==> config.mk <==
export PLATFORM = sky130hd
export DESIGN_NAME = uid_alloc
export DESIGN_NICKNAME = d
export VERILOG_FILES = /design/src/rtl/uid_alloc_pkg.sv /design/src/rtl/uid_lowest_free.sv /design/src/rtl/uid_alloc.sv
export SDC_FILE = /design/constraint.sdc
export NUM_CORES = 1
export LEC_CHECK = 0
export ABC_CLOCK_PERIOD_IN_PS = 2300
export CAP_MARGIN = 25
export CORE_MARGIN = 3
export CORE_UTILIZATION = 52
export CTS_CLUSTER_DIAMETER = 30
export CTS_CLUSTER_SIZE = 16
export DETAILED_ROUTE_END_ITERATION = 8
export PLACE_DENSITY = 0.93
export RECOVER_POWER = 100
export SLEW_MARGIN = 10
export SYNTH_ARGS = -nofsm -noshare
export SYNTH_HDL_FRONTEND = slang
export SYNTH_SLANG_ARGS = --single-unit
==> constraint.sdc <==
create_clock -name clk -period 2.3 [get_ports clk]
set_clock_uncertainty 0.15 [all_clocks]
set_input_delay 0.23 -clock clk [delete_from_list [all_inputs] [get_ports clk]]
set_output_delay 0.23 -clock clk [all_outputs]
set_load 0.01 [all_outputs]
==> src/rtl/uid_alloc_pkg.sv <==
// Shared types and helpers for the unique-ID allocator.
package uid_alloc_pkg;

    typedef enum logic {
        UID_MODE_COUNT   = 1'b0,
        UID_MODE_RECYCLE = 1'b1
    } uid_mode_e;

    // Namespace select width; a single namespace still needs one select bit.
    function automatic int ns_width(input int ns_count);
        return (ns_count <= 1) ? 1 : $clog2(ns_count);
    endfunction

endpackage

==> src/rtl/uid_lowest_free.sv <==
// Find-first-zero over a 2**ID_W bitmap: index of the lowest clear bit plus an all-set flag.
module uid_lowest_free #(
    parameter int ID_W = 4
) (
    input  logic [2**ID_W-1:0] bits_i,
    output logic [ID_W-1:0]    idx_o,
    output logic               all_set_o
);

    // Scan from the top so the lowest clear bit is the last one to win.
    always_comb begin
        idx_o = '0;
        for (int i = 2**ID_W - 1; i >= 0; i--) begin
            if (!bits_i[i]) begin
                idx_o = ID_W'(i);
            end
        end
    end

    assign all_set_o = &bits_i;

endmodule

==> src/rtl/uid_alloc.sv <==
// Per-namespace unique-ID allocator: monotonic counters or a lowest-first recycling pool.
module uid_alloc
    import uid_alloc_pkg::*;
#(
    parameter int        NS_COUNT = 4,
    parameter int        ID_W     = 4,
    parameter uid_mode_e MODE     = UID_MODE_COUNT,
    localparam int       NS_W     = ns_width(NS_COUNT)
) (
    input  logic                clk,
    input  logic                rst,
    input  logic                alloc_valid,
    input  logic [NS_W-1:0]     alloc_ns,
    output logic                alloc_ready,
    output logic                rsp_valid,
    output logic [NS_W-1:0]     rsp_ns,
    output logic [ID_W-1:0]     rsp_id,
    input  logic                free_valid,
    input  logic [NS_W-1:0]     free_ns,
    input  logic [ID_W-1:0]     free_id,
    output logic                err_double_free,
    output logic [NS_COUNT-1:0] ns_full,
    output logic [NS_COUNT-1:0] ns_wrapped
);

    localparam int NS_SPAN = 2**NS_W;

    logic [NS_SPAN-1:0] ns_exists;
    logic               ns_ok;
    logic               accept;
    logic [ID_W-1:0]    issue_id;
    logic               rsp_valid_q;
    logic [NS_W-1:0]    rsp_ns_q;
    logic [ID_W-1:0]    rsp_id_q;

    // Selects beyond NS_COUNT address no namespace and are never accepted.
    for (genvar gi = 0; gi < NS_SPAN; gi++) begin : g_ns_exists
        assign ns_exists[gi] = (gi < NS_COUNT);
    end

    assign ns_ok  = ns_exists[alloc_ns];
    assign accept = alloc_valid && alloc_ready;

    if (MODE == UID_MODE_COUNT) begin : g_count
        logic [ID_W-1:0] cnt_q  [NS_COUNT];
        logic            wrap_q [NS_COUNT];
        logic            unused_free;

        assign unused_free = ^{free_valid, free_ns, free_id};

        for (genvar gi = 0; gi < NS_COUNT; gi++) begin : g_cnt
            logic            hit;
            logic [ID_W-1:0] cnt_d;
            logic            wrap_d;

            assign hit    = accept && (alloc_ns == NS_W'(gi));
            assign cnt_d  = hit ? cnt_q[gi] + 1'b1 : cnt_q[gi];
            assign wrap_d = wrap_q[gi] || (hit && (cnt_q[gi] == '1));

            always_ff @(posedge clk) begin
                if (rst) begin
                    cnt_q[gi]  <= '0;
                    wrap_q[gi] <= 1'b0;
                end else begin
                    cnt_q[gi]  <= cnt_d;
                    wrap_q[gi] <= wrap_d;
                end
            end

            assign ns_wrapped[gi] = wrap_q[gi];
        end

        assign alloc_ready     = ns_ok;
        assign issue_id        = cnt_q[alloc_ns];
        assign ns_full         = '0;
        assign err_double_free = 1'b0;
    end else begin : g_recycle
        localparam int ID_N = 2**ID_W;

        logic [ID_N-1:0] map_q [NS_COUNT];
        logic [ID_N-1:0] sel_map;
        logic [ID_W-1:0] low_idx;
        logic            sel_full;
        logic            free_ok;
        logic            free_hit;
        logic            err_q;
        logic            err_d;

        // An invalid select looks full so it can never be accepted.
        assign sel_map = ns_ok ? map_q[alloc_ns] : '1;

        uid_lowest_free #(
            .ID_W(ID_W)
        ) u_lowest_free (
            .bits_i    (sel_map),
            .idx_o     (low_idx),
            .all_set_o (sel_full)
        );

        assign alloc_ready = ns_ok && !sel_full;
        assign issue_id    = low_idx;

        assign free_ok  = free_valid && ns_exists[free_ns];
        assign free_hit = free_ok && map_q[free_ns][free_id];
        assign err_d    = free_ok && !free_hit;

        // The allocated bit is clear pre-edge and the freed bit is set, so they never collide.
        for (genvar gi = 0; gi < NS_COUNT; gi++) begin : g_map
            logic [ID_N-1:0] map_d;

            always_comb begin
                map_d = map_q[gi];
                if (accept && (alloc_ns == NS_W'(gi))) begin
                    map_d[low_idx] = 1'b1;
                end
                if (free_hit && (free_ns == NS_W'(gi))) begin
                    map_d[free_id] = 1'b0;
                end
            end

            always_ff @(posedge clk) begin
                if (rst) begin
                    map_q[gi] <= '0;
                end else begin
                    map_q[gi] <= map_d;
                end
            end

            assign ns_full[gi] = &map_q[gi];
        end

        always_ff @(posedge clk) begin
            if (rst) begin
                err_q <= 1'b0;
            end else begin
                err_q <= err_d;
            end
        end

        assign err_double_free = err_q;
        assign ns_wrapped      = '0;
    end

    always_ff @(posedge clk) begin
        if (rst) begin
            rsp_valid_q <= 1'b0;
            rsp_ns_q    <= '0;
            rsp_id_q    <= '0;
        end else begin
            rsp_valid_q <= accept;
            if (accept) begin
                rsp_ns_q <= alloc_ns;
                rsp_id_q <= issue_id;
            end
        end
    end

    assign rsp_valid = rsp_valid_q;
    assign rsp_ns    = rsp_ns_q;
    assign rsp_id    = rsp_id_q;

endmodule
### After elaboration in Yosys (flattened, before gate mapping)

Memories as Yosys holds them, arrays and structs flattened. A register that Yosys moved wholly into a read port is not among the register bits.
Cells that the tools add are included.

| storage, ports and cells | value |
|---|---|
| memories | 2 |
| output and inout bits | 17 |
| word-level logic and storage cells | 55 |
| bits in writable memories | 20 |
| bits of input ports | 12 |
| register bits | 3 |
| bits in latches | 0 |
| memory bits (read-only) | 0 |

Memories:

| memory | words | bits a word | read ports | clocked after memory_dff | write ports | line | text |
|---|---|---|---|---|---|---|---|
| g_count.cnt_q | 4 | 4 | 5 | 1 | 4 | uid_alloc.sv:45 | `logic [ID_W-1:0] cnt_q [NS_COUNT];` |
| g_count.wrap_q | 4 | 1 | 4 | 0 | 4 | uid_alloc.sv:46 | `logic wrap_q [NS_COUNT];` |

| operators by class | value |
|---|---|
| add/sub/neg operators | 4 |
| shift operators | 0 |
| $mul | 0 |
| div/mod/pow operators | 0 |
| $lt $le $gt $ge | 1 |
| eq/ne operators | 7 |
| multiplexer cells | 17 |
| reduce and logical (&&, ||, !) cells | 14 |
| bitwise logic cells | 8 |

Operators by type and width:

| cell | count |
|---|---|
| two-way mux 4 bit | 8 |
| adder 4 x 1 -> 4 bit, second input constant | 4 |
| == test 4 bit, second input constant | 4 |
| logical AND 1 bit | 9 |
| two-way mux 1 bit | 8 |
| OR 1 bit | 8 |
| == test 2 bit, second input constant | 2 |
| logical OR 1 bit | 4 |
| less-than comparator 2 x 3 -> 1 bit, second input constant | 1 |
| binary-select mux 1 bit (select 2 bit) | 1 |
| == test 2 x 1 -> 1 bit, second input constant | 1 |
| zero test 2 bit | 1 |

### Logic depth before layout (Yosys ltp)

Gate-level depths: netlist of the first run.

| logic depth | value |
|---|---|
| depth in word-level cells | 7 |
| mapped depth | 4 |
| gate-level depth less buffers | 4 |

### Worst setup path before layout of the first run

No wires, ideal clock.

| timing path | value |
|---|---|
| kind | input port to flip-flop |
| from | input port alloc_ns[1] |
| to | register rsp_id_q[0], in the netlist rsp_id[0], read port of g_count.cnt_q |
| path slack | 1.025 ns |
| arrival time | 0.997 ns |
| stages | 4 |
| buffers on the path | 1 |
| required time | 2.022 ns |
| library setup time | 0.128 ns |
| cells stage by stage | buf_6 > mux4_2 > mux2i_1 > nor2_1 |

| between the ends | value |
|---|---|
| word-level cells in the longest chain between the ends | 3 |

RTL lines:

| item | line | text |
|---|---|---|
| start: declaration | uid_alloc.sv:13 | `input logic [NS_W-1:0] alloc_ns,` |
| binary-select mux 1 bit (select 2 bit) | uid_alloc.sv:41 | `assign ns_ok = ns_exists[alloc_ns];` |
| two-way mux 1 bit (not written as such) | uid_alloc.sv:41 |  |
| logical AND 1 bit | uid_alloc.sv:42 | `assign accept = alloc_valid && alloc_ready;` |
| end: declaration | uid_alloc.sv:34 | `logic [ID_W-1:0] rsp_id_q;` |

Several ways; a longest one is shown, not always the timed one. The select of a mux whose other input is x is not followed.
A chain may end at the register's enable or synchronous reset.

==> results of run 1 <==
[through the flow]
step	setup slack, ps	instances	utilization [%]
3_3_place_gp	293	159	61.5
3_5_place_dp	270	159	61.5
2_1_floorplan	1030	128	-
5_1_grt	361	163	62.2
6_report	454	163	62.2
4_1_cts	638	163	62.7
[power by group]
group | internal, W | switching, W
clock | 0.0000654 | 0.000140
combinational | 0.0000328 | 0.0000385
sequential | 0.000477 | 0.00000793
total | 0.000575 | 0.000186
[area by class of cell]
class                   instances  area, µm²
well taps                      28       35.0
flip-flops and latches         27        541
repair buffers                 20        180
multi-input cells              84        632
clock inverters                 1       5.00
clock buffers                   3       22.5
fillers                       190        861
[registers in the layout, summed over array words and instances (netlist names)]
signal	count
rsp_id	4
g_count.cnt_q	16
rsp_valid	1
rsp_ns	2
g_count.wrap_q	4
[worst max-delay path by stage]
stage | startpoint | endpoint | slack (ps) | cells after the start
final | alloc_ns[0] | g_count.cnt_q[0][3]$_SDFFE_PP0P_ | 450 | 5
after CTS | alloc_ns[1] | rsp_id[2]$_SDFFE_PP0P_ | 640 | 5
after detailed placement | alloc_ns[1] | rsp_id[2]$_SDFFE_PP0P_ | 270 | 5
after global routing | alloc_ns[0] | g_count.cnt_q[3][3]$_SDFFE_PP0P_ | 360 | 5
after floorplan | alloc_ns[1] | rsp_id[0]$_SDFFE_PP0P_ | 1030 | 4
after global placement | alloc_ns[1] | rsp_id[0]$_SDFFE_PP0P_ | 290 | 5
[per-layer routing]
metal	share of wire (%)	wire length (µm)	track usage [%]
met1	41	937	18.2
met2	51	1140	28.7
met5	0	0	0
met4	3.3	74	6.94
met3	4.6	103	3.50
[worst register-to-register path: stages (launching register included)]
cell and delay, ps:
dfxtp_1 380, mux4_1 530, mux2i_1 150, nor2_1 50
[cell families (layout without fill, tap and decap cells)]
logic type	count (synthesis)	after routing	synth area share (%)
XOR/XNOR	8	8	5.50
adder cells (fa/ha/maj)	4	4	3.93
other	2	6	0.589
multiplexers	16	16	17.0
AND/OR/NAND/NOR	42	42	17.6
AO/OA/AOI/OAI	8	8	4.22
flip-flops	27	27	42.4
buffers and inverters	17	24	8.83
[cells in the final DEF, fill, tap and decap left out, types with 2 or more instances in the layout]
master and count:
clkbuf_1 2, dlygate4sd3_1 15, clkbuf_4 3, or3_1 2
ha_1 4, mux4_2 3, dfxtp_1 27, mux2i_1 10
o21ai_0 2, conb_1 6, a41oi_1 2, nand3_1 2
buf_4 3, xor2_1 4, xnor2_1 4, a21oi_1 2
nand4_1 3, nor2b_1 3, mux2_1 2, nor2_1 24
==> flow_summary.yaml, run 1 <==
synth:
  ys_top_cells_by_area: "dfxtp_1 42%, mux2i_1 7.9%, nor2_1 7.1%, buf_4 5.9%, mux4_2 5.3%"
  ys_types: 32
  synth_cells: 124
  ys_top_cells_by_count: "27 x dfxtp_1, 24 x nor2_1, 10 x buf_4, 10 x mux2i_1"
  synth_edf_count: 0
  synthArstFlopShare_pct: 0
  ys_ff_latch: 27
  yosysWarningCount: 0
  synthFlopType: "dfxtp_1"
  synth_seq_area_share_pct: 42.4
  synth.most_common_cell: "dfxtp_1"
  avgSynthCellArea_um2: 10.3
  netlist.area_leader.share_pct: 42.4
  syn_area_um2: 1270
  yosys.area.top_type: "dfxtp_1"
layout:
  post-route-cell-area_um2: 1420
  layout.nets: 152
  layout-drive-gt1-share_pct: 8.89
  diodes: 0
  syn2layout_area_growth_pct: 11.0
floorplanning:
  num_rows: 17
  boundaryPins: 29
  design.core.area_um2: 2280
  die_w_um: 55.5
  die-area_um2: 3080
  initial_core_util_pct: 56.0
  die_h_um: 55.5
clock_network:
  clk_pin_slew_ps: 130
  hold_buffers: 0
  postCtsSetupRepairBufs: 0
  clockRootBuffer: "clkbuf_4"
  cts_buffers: 3
  cts-resized-gates: 0
  clock_latency_ps: 330
  htreeDepth: 1
  clk_path_buf_depth: 2
  cts_tree: "built"
  cts_sinks: 27
global_route:
  grt_pass1_wl_um: 3970
  grt_pass1_vias: 911
  gr-usage-all-layers_pct: 16.1
  overflow: 0
  antenna_found_initial: 0
  grt_max_degree: 19
power_and_ir_drop:
  power_w: 0.000761
  p_leak_nw: 0.616
  irDropWorstVdd_mv: 0.455
  power_density_nw_per_um2: 538
routing:
  drt-vias-per-instance: 5.47
  dr.pass1.iters: 4
  wire_per_inst_um: 13.9
  drc: 0
  ant_nets: 0
  drt_wl_total_um: 2260
  drt_iter0_drc: 17
  vias: 892
critical_path:
  required_ps: 2380
  reg2reg_from: "g_count.cnt_q[0][3]$_SDFFE_PP0P_"
  critPathKind: "in2reg"
  crit_chain: "dlygate4sd3_1 -> clkbuf_1 -> nor3b_1 -> nand4_1 -> mux2_1"
  reg2reg_depth: 3
  arrival_ps: 1920
  cp-end-kind: "register"
  crit_fanout: 9
  r2r_end: "rsp_id[3]$_SDFFE_PP0P_"
  crit_buf_inv: 2
  cp_slowest_stage_delay_ps: 600
  reg2reg_slack_ps: 940
  slowest_stage: "dlygate4sd3_1"
  critical-path-top-delay-family: "buffers and inverters"
  start_kind: "primary input"
timing:
  fmax_ghz: 0.542
  tns_ps: 0
  fin_crit_sh_pct: 80.2
  layout_min_cycle_time_ps: 1850
  hold_slack_ps: 328
  rsz0062_at_grt: "false"
  worst_pin_slew_ps: 719
  slew_violations: 0
  slew-limit-headroom_pct: 52.1
  hold_viol: 0
  finalSetupViolCount: 0
place:
  place_area_um2: 1400
  io_buffers: 15
  hpwlAfterDp_um: 1760
  gp_congestion: 0.741
min_path:
  hold_path_depth: 2
  min_from: "g_count.wrap_q[1]$_SDFF_PP0_"
  hp-class: "reg2reg"
  holdPathEnd: "g_count.wrap_q[1]$_SDFF_PP0_"
flow_run:
  maxCapViolCount: 0
status:
  status: "finished clean"
Power figures use the tool's default switching activity.
==> run 2: changes to the inputs <==
ABC_CLOCK_PERIOD_IN_PS = 1500   (was 2300)
CORE_UTILIZATION = 44   (was 52)
PLACE_DENSITY = 0.85   (was 0.93)
clock period = 1.5 ns   (was 2.3 ns; I/O delays follow)
==> flow_summary.yaml, run 2 (synthesized netlist as in run 1, its figures left out) <==
power_and_ir_drop:
  p_leak_nw: 0.669
  power_density_nw_per_um2: 804
  irDropWorstVdd_mv: 0.703
layout:
  multi_input_area_um2: 637
  largest_reg_flops: 16
  most-common-layout-cells: "27 x dfxtp_1, 24 x nor2_1, 11 x dlygate4sd2_1, 11 x buf_4, 10 x mux2i_1"
  final_cells: 176
  syn2layout_area_growth_pct: 16.4
  layout.nets: 163
  regMostFlops: "g_count.cnt_q"
  layout-drive-gt1-share_pct: 15.1
  fillers: 225
  diodes: 0
  ff_latch_area_um2: 541
  final_common_cell: "dfxtp_1"
timing:
  fin_crit_sh_pct: 96.2
  finalSetupViolCount: 0
  tns_ps: 0
  hold_viol: 0
  slew_violations: 0
  rsz0062_at_grt: "false"
  fmax_ghz: 0.693
  layout_min_cycle_time_ps: 1440
clock_network:
  htreeDepth: 1
  postCtsSetupRepairBufs: 0
  clockRootBuffer: "clkbuf_4"
  cts_tree: "built"
  hold_buffers: 0
  cts-resized-gates: 12
  cts_buffers: 3
  cts_sinks: 27
  clk_pin_slew_ps: 140
  clock_latency_ps: 320
  clk_path_buf_depth: 2
global_route:
  overflow: 0
  antenna_found_initial: 0
  grt_pass1_vias: 959
  grt_max_degree: 18
  grt_pass1_wl_um: 4360
  gr-usage-all-layers_pct: 16.1
place:
  io_buffers: 15
  hpwlAfterDp_um: 1930
  gp_congestion: 0.820
  dp_cells: 172
critical_path:
  cp-end-kind: "register"
  crit_fanout: 6
  start_kind: "primary input"
  required_ps: 1570
  arrival_ps: 1510
  critPathKind: "in2reg"
routing:
  drt_iter0_drc: 19
  drc: 0
  drt_wl_total_um: 2510
  vias: 944
  dr.pass1.iters: 4
  ant_nets: 0
  wire_per_inst_um: 14.2
  drt-vias-per-instance: 5.36
floorplanning:
  die_h_um: 59.8
  num_rows: 18
  die_w_um: 59.8
  design.core.area_um2: 2610
  initial_core_util_pct: 48.8
  boundaryPins: 29
  die-area_um2: 3580
min_path:
  hp-class: "in2reg"
status:
  status: "finished clean"
flow_run:
  maxCapViolCount: 0
run 2: cell types whose count changed in the layout (fill, tap and decap cells not counted), moves of 2 or more:
cell,delta
clkdlybuf4s50_1,+2
clkbuf_1,+2
dlygate4sd2_1,+11
dlygate4sd3_1,-14
buf_4,+8
run 2: path summary, 6_finish.rpt:
kind / startpoint / to / slack [ps] / cells past startpoint
min reg2reg: g_count.wrap_q[3]$_SDFF_PP0_ / g_count.wrap_q[3]$_SDFF_PP0_ / 350 / 1
max: alloc_valid / g_count.wrap_q[1]$_SDFF_PP0_ / 60 / 6
max reg2reg: g_count.cnt_q[3][3]$_SDFFE_PP0P_ / rsp_id[3]$_SDFFE_PP0P_ / 120 / 3
min: alloc_ns[1] / rsp_ns[1]$_SDFFE_PP0P_ / 310 / 4
run 2: per-layer routing:
metal  share of wire [%]  vias to the layer above  GRT usage (%)
li1                    -                      461              -
met5                   0                        -              0
met4                0.56                        0           5.06
met2                  54                       29           29.3
met3                 4.5                        2           2.16
met1                  41                      452           19.3
run 2: layout make-up:
| class | count | area share [%] |
|---|---|---|
| Timing Repair Buffer | 31 | 16.1 |
| Clock inverter | 1 | 0.506 |
| Sequential cell | 27 | 36.4 |
| Clock buffer | 3 | 1.52 |
| Tap cell | 30 | 2.53 |
| Multi-Input combinational cell | 84 | 42.9 |
run 2: power by group:
part           total [W]  leakage, nW  switching (W)  internal, W
clock           0.000317       0.0139       0.000215     0.000102
sequential      0.000744        0.219      0.0000125     0.000731
combinational   0.000132        0.437      0.0000669    0.0000649
run 2: critical path, cell delays in order:
cell             delay (ps)
clkdlybuf4s50_1         520
buf_4                   190
buf_4                   140
and4b_1                 220
a31oi_1                 220
nor2_1                   70
run 2: through the flow:
stage	util [%]	instance area, µm²	hold WS (ps)	setup WS [ps]	total power [W]
after floorplan	-	1290	226	268	0.000845
after global placement	56.8	1490	309	-280	0.000892
after detailed placement	56.8	1490	322	-362	0.000899
after CTS	57.5	1500	299	7.68	0.00120
after global routing	56.8	1480	325	12.7	0.00124
final	56.8	1480	315	56.4	0.00119
==> run 3: changes to the inputs <==
CORE_MARGIN = unset   (was 3)
==> flow_summary.yaml, run 3 (synthesized netlist as in run 1, its figures left out) <==
layout:
  fillers: 256
  syn2layout_area_growth_pct: 18.2
  diodes: 0
  final_common_cell: "dfxtp_1"
  largest_reg_flops: 16
  utilization_pct: 54.6
  regMostFlops: "g_count.cnt_q"
  final_cells: 179
  post-route-cell-area_um2: 1510
  layout.nets: 165
  layout-drive-gt1-share_pct: 16.2
  most-common-layout-cells: "27 x dfxtp_1, 24 x nor2_1, 13 x buf_4"
power_and_ir_drop:
  irDropWorstVdd_mv: 0.582
  p_leak_nw: 0.684
  power_density_nw_per_um2: 800
critical_path:
  reg2reg_from: "g_count.cnt_q[3][1]$_SDFFE_PP0P_"
  start_kind: "primary input"
  required_ps: 1590
  cp-end-kind: "register"
  crit_buf_inv: 3
  slowest_stage: "dlygate4sd3_1"
  critPathKind: "in2reg"
  crit_fanout: 5
  arrival_ps: 1540
  reg2reg_depth: 3
  crit_chain: "dlygate4sd3_1 -> buf_4 -> clkbuf_1 -> and4b_1 -> xnor2_1 -> nor2_1"
  crit_cells: 6
  cp_slowest_stage_delay_ps: 650
  crit_start: "alloc_valid"
  critical-path-top-delay-family: "buffers and inverters"
place:
  hpwlAfterDp_um: 1830
  dp_cells: 175
  gp_congestion: 0.896
  io_buffers: 15
  place_area_um2: 1500
routing:
  dr.pass1.iters: 5
  vias: 924
  ant_nets: 0
  wire_per_inst_um: 13.3
  drt-vias-per-instance: 5.16
  drc: 0
  drt_wl_total_um: 2390
  drt_iter0_drc: 11
floorplanning:
  die_h_um: 55.8
  die_w_um: 55.8
  initial_core_util_pct: 46.2
  design.core.area_um2: 2760
  die-area_um2: 3120
  num_rows: 19
  boundaryPins: 29
timing:
  layout_min_cycle_time_ps: 1450
  rsz0062_at_grt: "false"
  hold_viol: 0
  fin_crit_sh_pct: 96.7
  finalSetupViolCount: 0
  slew_violations: 0
  fmax_ghz: 0.689
clock_network:
  clock_latency_ps: 340
  htreeDepth: 1
  cts_sinks: 27
  cts_buffers: 3
  hold_buffers: 0
  clk_pin_slew_ps: 130
  cts-resized-gates: 11
  clk_path_buf_depth: 2
  cts_tree: "built"
  postCtsSetupRepairBufs: 0
  clockRootBuffer: "clkbuf_4"
min_path:
  hold_path_depth: 2
  min_from: "g_count.wrap_q[1]$_SDFF_PP0_"
  hp-class: "reg2reg"
global_route:
  antenna_found_initial: 0
  grt_max_degree: 17
  overflow: 0
  grt_pass1_wl_um: 4050
  gr-usage-all-layers_pct: 16.7
  grt_pass1_vias: 917
status:
  status: "finished clean"
flow_run:
  maxCapViolCount: 0
-- run 3: changes by cell type in the layout (fill, tap and decap cells not counted) --
cell,before,now
buf_6,0,1
buf_4,11,13
clkbuf_2,1,0
dlygate4sd3_1,1,2
clkdlybuf4s25_1,1,0
-- run 3: metrics by stage --
| step | setup slack [ps] | setup TNS (ps) | total power, W | hold WS [ps] |
|---|---|---|---|---|
| global route | 7.13 | 0 | 0.00125 | 365 |
| CTS | 62.3 | 0 | 0.00121 | 346 |
| global placement | -267 | -3340 | 0.000897 | 309 |
| floorplan | 268 | 0 | 0.000845 | 226 |
| detailed placement | -305 | -4340 | 0.000902 | 319 |
| finish | 49.6 | 0 | 0.00121 | 344 |
-- run 3: per-layer routing --
layer | GRT usage (%) | vias to the layer above | routed length [µm] | share of wire, %
met1 | 19.9 | 439 | 1100 | 46
met5 | 0 | - | 0 | 0
met4 | 9.06 | 0 | 51 | 2.1
met3 | 2.09 | 5 | 65 | 2.7
li1 | - | 458 | - | -
met2 | 29.1 | 22 | 1170 | 49
-- run 3: cell type report --
cell class                      instances  area (µm²)  share of cell area (%)
Clock buffer                            3        22.5                    1.50
Clock inverter                          1        7.51                   0.498
Multi-Input combinational cell         84         637                    42.3
Sequential cell                        27         541                    35.9
Tap cell                               31        38.8                    2.57
Timing Repair Buffer                   33         260                    17.3
-- run 3: path summary, 6_finish.rpt --
kind	end	slack, ps
setup / recovery	g_count.cnt_q[1][2]$_SDFFE_PP0P_	50
hold / removal	g_count.wrap_q[1]$_SDFF_PP0_	340
setup reg to reg	rsp_id[1]$_SDFFE_PP0P_	190
hold reg to reg	g_count.wrap_q[1]$_SDFF_PP0_	340
-- run 3: worst reg2reg max path, stage by stage (launching register included) --
cell and delay (ps):
dfxtp_1 370, mux4_2 500, mux2i_1 150, nor2_1 60
-- run 3: power breakdown --
group / switching, W / total, W / internal (W)
clock network: 0.000223 / 0.000325 / 0.000102
registers: 0.0000123 / 0.000744 / 0.000731
logic: 0.0000670 / 0.000136 / 0.0000691
total: 0.000302 / 0.00121 / 0.000903
